<file path="config.mk">
export PLATFORM = sky130hd
export DESIGN_NAME = contadores_flat
export DESIGN_NICKNAME = d
export VERILOG_FILES = /design/src/rtl/contadores_if.sv /design/src/rtl/contadores.sv /design/src/flat_wrapper.sv
export SDC_FILE = /design/constraint.sdc
export NUM_CORES = 1
export LEC_CHECK = 0
export BUFFER_PORTS_ARGS = -buffer_cell sky130_fd_sc_hd__buf_2
export CAP_MARGIN = 20
export CORE_MARGIN = 8
export CORE_UTILIZATION = 25
export CTS_BUF_LIST = sky130_fd_sc_hd__clkbuf_2
export DETAILED_ROUTE_END_ITERATION = 7
export SYNTH_ARGS = -nofsm -noshare
export SYNTH_HDL_FRONTEND = slang
export SYNTH_SLANG_ARGS = --single-unit
</file>
<file path="constraint.sdc">
create_clock -name clk_in -period 3.3 [get_ports clk_in]
set_clock_uncertainty 0.15 [all_clocks]
set_input_delay 0.33 -clock clk_in [delete_from_list [all_inputs] [get_ports clk_in]]
set_output_delay 0.33 -clock clk_in [all_outputs]
set_load 0.1 [all_outputs]
</file>
<file path="src/rtl/contadores_if.sv">
// Divided-clock output bundle between the divider and its consumer.
`timescale 1ns/1ps

interface contadores_if;
   logic clk_out;

   modport master (output clk_out);
   modport slave  (input  clk_out);
endinterface

</file>
<file path="src/rtl/contadores.sv">
// Integer clock divider: clk_out has a period of DIVISOR clk_in cycles and is
// high for the first ceil(DIVISOR/2) cycles of each period.
`timescale 1ns/1ps

module contadores #(
   parameter int unsigned DIVISOR = 32'd4000,
   parameter int unsigned CW      = (DIVISOR < 32'd2) ? 32'd1 : $clog2(DIVISOR)
) (
   input  logic         clk_in,
   input  logic         rst,
   contadores_if.master div_if
);

   if ((DIVISOR < 32'd2) || (DIVISOR > 32'd16777216)) begin : g_bad_divisor
      $error("contadores: DIVISOR must lie in 2..2**24");
   end

   localparam logic [CW-1:0] LAST_CNT = CW'(DIVISOR - 32'd1);
   localparam logic [CW-1:0] HIGH_CNT = CW'((DIVISOR + 32'd1) / 32'd2);

   // Zero initialisers let the divider run correctly without ever seeing rst.
   logic [CW-1:0] cnt_q     = {CW{1'b0}};
   logic [CW-1:0] cnt_d;
   logic          clk_out_q = 1'b0;
   logic          clk_out_d;

   // Next-state: wrap at DIVISOR-1; output level follows the current count, so it lags cnt by one edge.
   always_comb begin
      cnt_d     = cnt_q;
      clk_out_d = clk_out_q;
      if (cnt_q == LAST_CNT) begin
         cnt_d = {CW{1'b0}};
      end else begin
         cnt_d = cnt_q + {{(CW-1){1'b0}}, 1'b1};
      end
      if (cnt_q < HIGH_CNT) begin
         clk_out_d = 1'b1;
      end else begin
         clk_out_d = 1'b0;
      end
   end

   // State registers with synchronous reset that aborts the running period.
   always_ff @(posedge clk_in) begin
      if (rst) begin
         cnt_q     <= {CW{1'b0}};
         clk_out_q <= 1'b0;
      end else begin
         cnt_q     <= cnt_d;
         clk_out_q <= clk_out_d;
      end
   end

   assign div_if.clk_out = clk_out_q;

endmodule

</file>
<file path="src/flat_wrapper.sv">
// flat-port wrapper written by rule: the top's interface ports become plain ports
module contadores_flat 
#(
   parameter int unsigned DIVISOR = 32'd4000,
   parameter int unsigned CW      = (DIVISOR < 32'd2) ? 32'd1 : $clog2(DIVISOR)
)
  (clk_in, rst, div_if_clk_out);
  contadores_if div_if_i ();
  input  logic clk_in;
  input  logic rst;
  output wire logic [$bits(div_if_i.clk_out)-1:0] div_if_clk_out;
  assign div_if_clk_out = div_if_i.clk_out;
  contadores #(.DIVISOR(DIVISOR), .CW(CW)) u_core (.clk_in(clk_in), .rst(rst), .div_if(div_if_i));
endmodule
</file>
==> metrics.txt <==
run status finished, final reports clean; Die Span Y 63.04 um; Setup WS pre-CTS 1.509 ns; clock buffers created by TritonCTS 3; flops & latches, synth 13; Leakage 0.2044 nW; portion of the post-synthesis area used by sequential elements 0.4706; via count of the first global-routing pass 372; final number of setup-violating endpoints 0; number of endpoints with negative hold slack in the final report 0; Starting Density 0.2574; endpoint arrival time on the critical path 1.80 ns; net total in the final layout 72; syn_area_per_cell 8.778 um2; kind of end point of the critical path flop; growth of design area from synthesis to finish 10.41%; via count 425; Cell Area, Synth 553.0 um2; First DRT Iteration DRCs 18; number of instances in the synthesized netlist 63; clock latency on the worst-skew pair 0.28 ns; TritonCTS clock tree done; final-layout setup total negative slack 0 ns; horizontal die dimension 63.04 um; post-CTS setup buffers 0; number of clock sinks seen by CTS 13; hold buffers post-CTS 0; achievable clock frequency 0.5584 GHz; Synth Flop Type sky130_fd_sc_hd__dfxtp_1; number of library cell types mapped by synthesis 18; Die Footprint 3973 um2; core box area 2148 um2; Final period util 0.5427; Routed Wire Length 901 um; number of antenna-violating nets in the routed design 0; aggregate global routing overflow 0; port bufs 2; largest net degree at the start of global routing 9; cts repair resizes 0; final critical-path required period 1.791 ns; root buffer cell sky130_fd_sc_hd__clkbuf_2; post-CTS clock slew at the launch and capture registers of the worst setup and hold paths 0.13 ns; largest fanout on the critical path 7; worst-case vdd ir drop 0.0001575 V; antenna violations before repair 0; pin slew with the least headroom to its limit 0.4718 ns; largest cells by area after synthesis sky130_fd_sc_hd__dfxtp_1 (47%), sky130_fd_sc_hd__nor2_1 (8.8%), sky130_fd_sc_hd__xor2_1 (7.9%); FP Rows 17; GR Util All Layers 0.04849; weighted congestion at the end of routability-driven global placement 0.7292; layout cells sized above 1 0.1324; number of warning messages in the yosys log 0; final routed DRC violation total 0; share of the synthesized area in the top cell type 0.4706; share of flip-flops with an asynchronous set or reset after synthesis 0; PD cells 445.8 nW/um2; Post-Synthesis Net Count 66; sum of internal, switching and leakage power 272.2 uW; DR WL/cell 9.385 um; I/O pins 3; required arrival time at the worst endpoint 3.31 ns; via-per-instance ratio 4.427; worst min-delay path class primary input to flop; final-layout worst hold slack 0.1461 ns; number of levels in the clock H-tree 1; max-cap violation count 0; clk buf depth 2; cell taking the most area after synthesis sky130_fd_sc_hd__dfxtp_1; number of enable-type register cells in the synthesized netlist 0; worst setup path category flop to flop; most frequent cells after synthesis sky130_fd_sc_hd__dfxtp_1 (13), sky130_fd_sc_hd__nor2_1 (13), sky130_fd_sc_hd__nand3_1 (7); post-layout util 0.2842; post-route worst setup slack 1.509 ns; RSZ-0062 raised after global routing false; global-route wire length before repair 1545 um; Pre-antenna DRT Iters 4; number of max-slew violations in the final report 0; number of diodes 0; startpoint type of the worst setup path flop; Slew HR 0.6848; HPWL after DPL 696.8 um
==> critical path: stages, from the launching register on <==
cell	delay (ns)
sky130_fd_sc_hd__dfxtp_1	0.41
sky130_fd_sc_hd__ha_1	0.23
sky130_fd_sc_hd__and4_4	0.26
sky130_fd_sc_hd__nand3_1	0.11
sky130_fd_sc_hd__o21bai_1	0.42
sky130_fd_sc_hd__nor2_1	0.10
==> where the power goes <==
group          switching (mW)  internal [mW]
sequential            0.00610          0.163
combinational          0.0155        0.00650
clock                  0.0532         0.0274
==> final timing paths <==
check / from / endpoint / slack [ns] / depth (start not counted)
setup / recovery: u_core.cnt_q[0] / u_core.cnt_q[9] / 1.51 / 5
hold / removal: rst / u_core.cnt_q[4] / 0.15 / 2
setup reg to reg: u_core.cnt_q[0] / u_core.cnt_q[9] / 1.51 / 5
hold reg to reg: u_core.cnt_q[0] / u_core.cnt_q[0] / 0.35 / 1
==> stage by stage <==
stage	cells	cell area (um2)
floorplan	63	553.0
global placement	92	590.6
detailed placement	92	590.6
CTS	96	610.6
global route	96	610.6
finish	96	610.6
==> kinds of logic after synthesis <==
logic type	synth area share
fa+ha+maj	0.02262
buf+inv	0.02036
flops	0.4706
compound gates	0.04524
simple gates	0.3145
xor+xnor	0.1267
==> flip-flops by register name (all words and copies together), names as in the netlist <==
register / cells
u_core.cnt_q: 12
u_core.div_if.clk_out: 1
==> layout make-up <==
cell class | instances | area, um2
Sequential cell | 13 | 260.3
Multi-Input combinational cell | 48 | 281.5
Tap cell | 28 | 35.03
Clock inverter | 1 | 5.005
Timing Repair Buffer | 2 | 10.01
Fill cell | 233 | 1538
Inverter | 1 | 3.754
Clock buffer | 3 | 15.01
==> placed cells by master (no fill, tap or decap) <==
cell type | netlist | final
sky130_fd_sc_hd__nor2_1 | 13 | 13
sky130_fd_sc_hd__dfxtp_1 | 13 | 13
sky130_fd_sc_hd__nand3_1 | 7 | 7
sky130_fd_sc_hd__xor2_1 | 5 | 5
sky130_fd_sc_hd__nand2_1 | 5 | 5
sky130_fd_sc_hd__nand4_1 | 3 | 3
sky130_fd_sc_hd__xnor2_1 | 3 | 3
sky130_fd_sc_hd__clkbuf_2 | 0 | 3
sky130_fd_sc_hd__or3_1 | 2 | 2
sky130_fd_sc_hd__a31oi_1 | 2 | 2
sky130_fd_sc_hd__nor3_1 | 2 | 2
sky130_fd_sc_hd__buf_2 | 0 | 2
sky130_fd_sc_hd__and4_4 | 1 | 1
sky130_fd_sc_hd__o21bai_1 | 1 | 1
sky130_fd_sc_hd__inv_1 | 1 | 1
sky130_fd_sc_hd__nand3_2 | 1 | 1
sky130_fd_sc_hd__o21ai_0 | 1 | 1
sky130_fd_sc_hd__or2_4 | 1 | 1
sky130_fd_sc_hd__ha_1 | 1 | 1
sky130_fd_sc_hd__clkinv_2 | 0 | 1
==> layer usage <==
metal,vias up,track usage,routed length [um]
li1,227,-,-
met2,6,0.07426,407
met5,-,0,0
met3,0,0.04122,73
met4,0,0.008547,0
met1,192,0.04995,420
No activity file was read; power rests on OpenSTA's default activity.
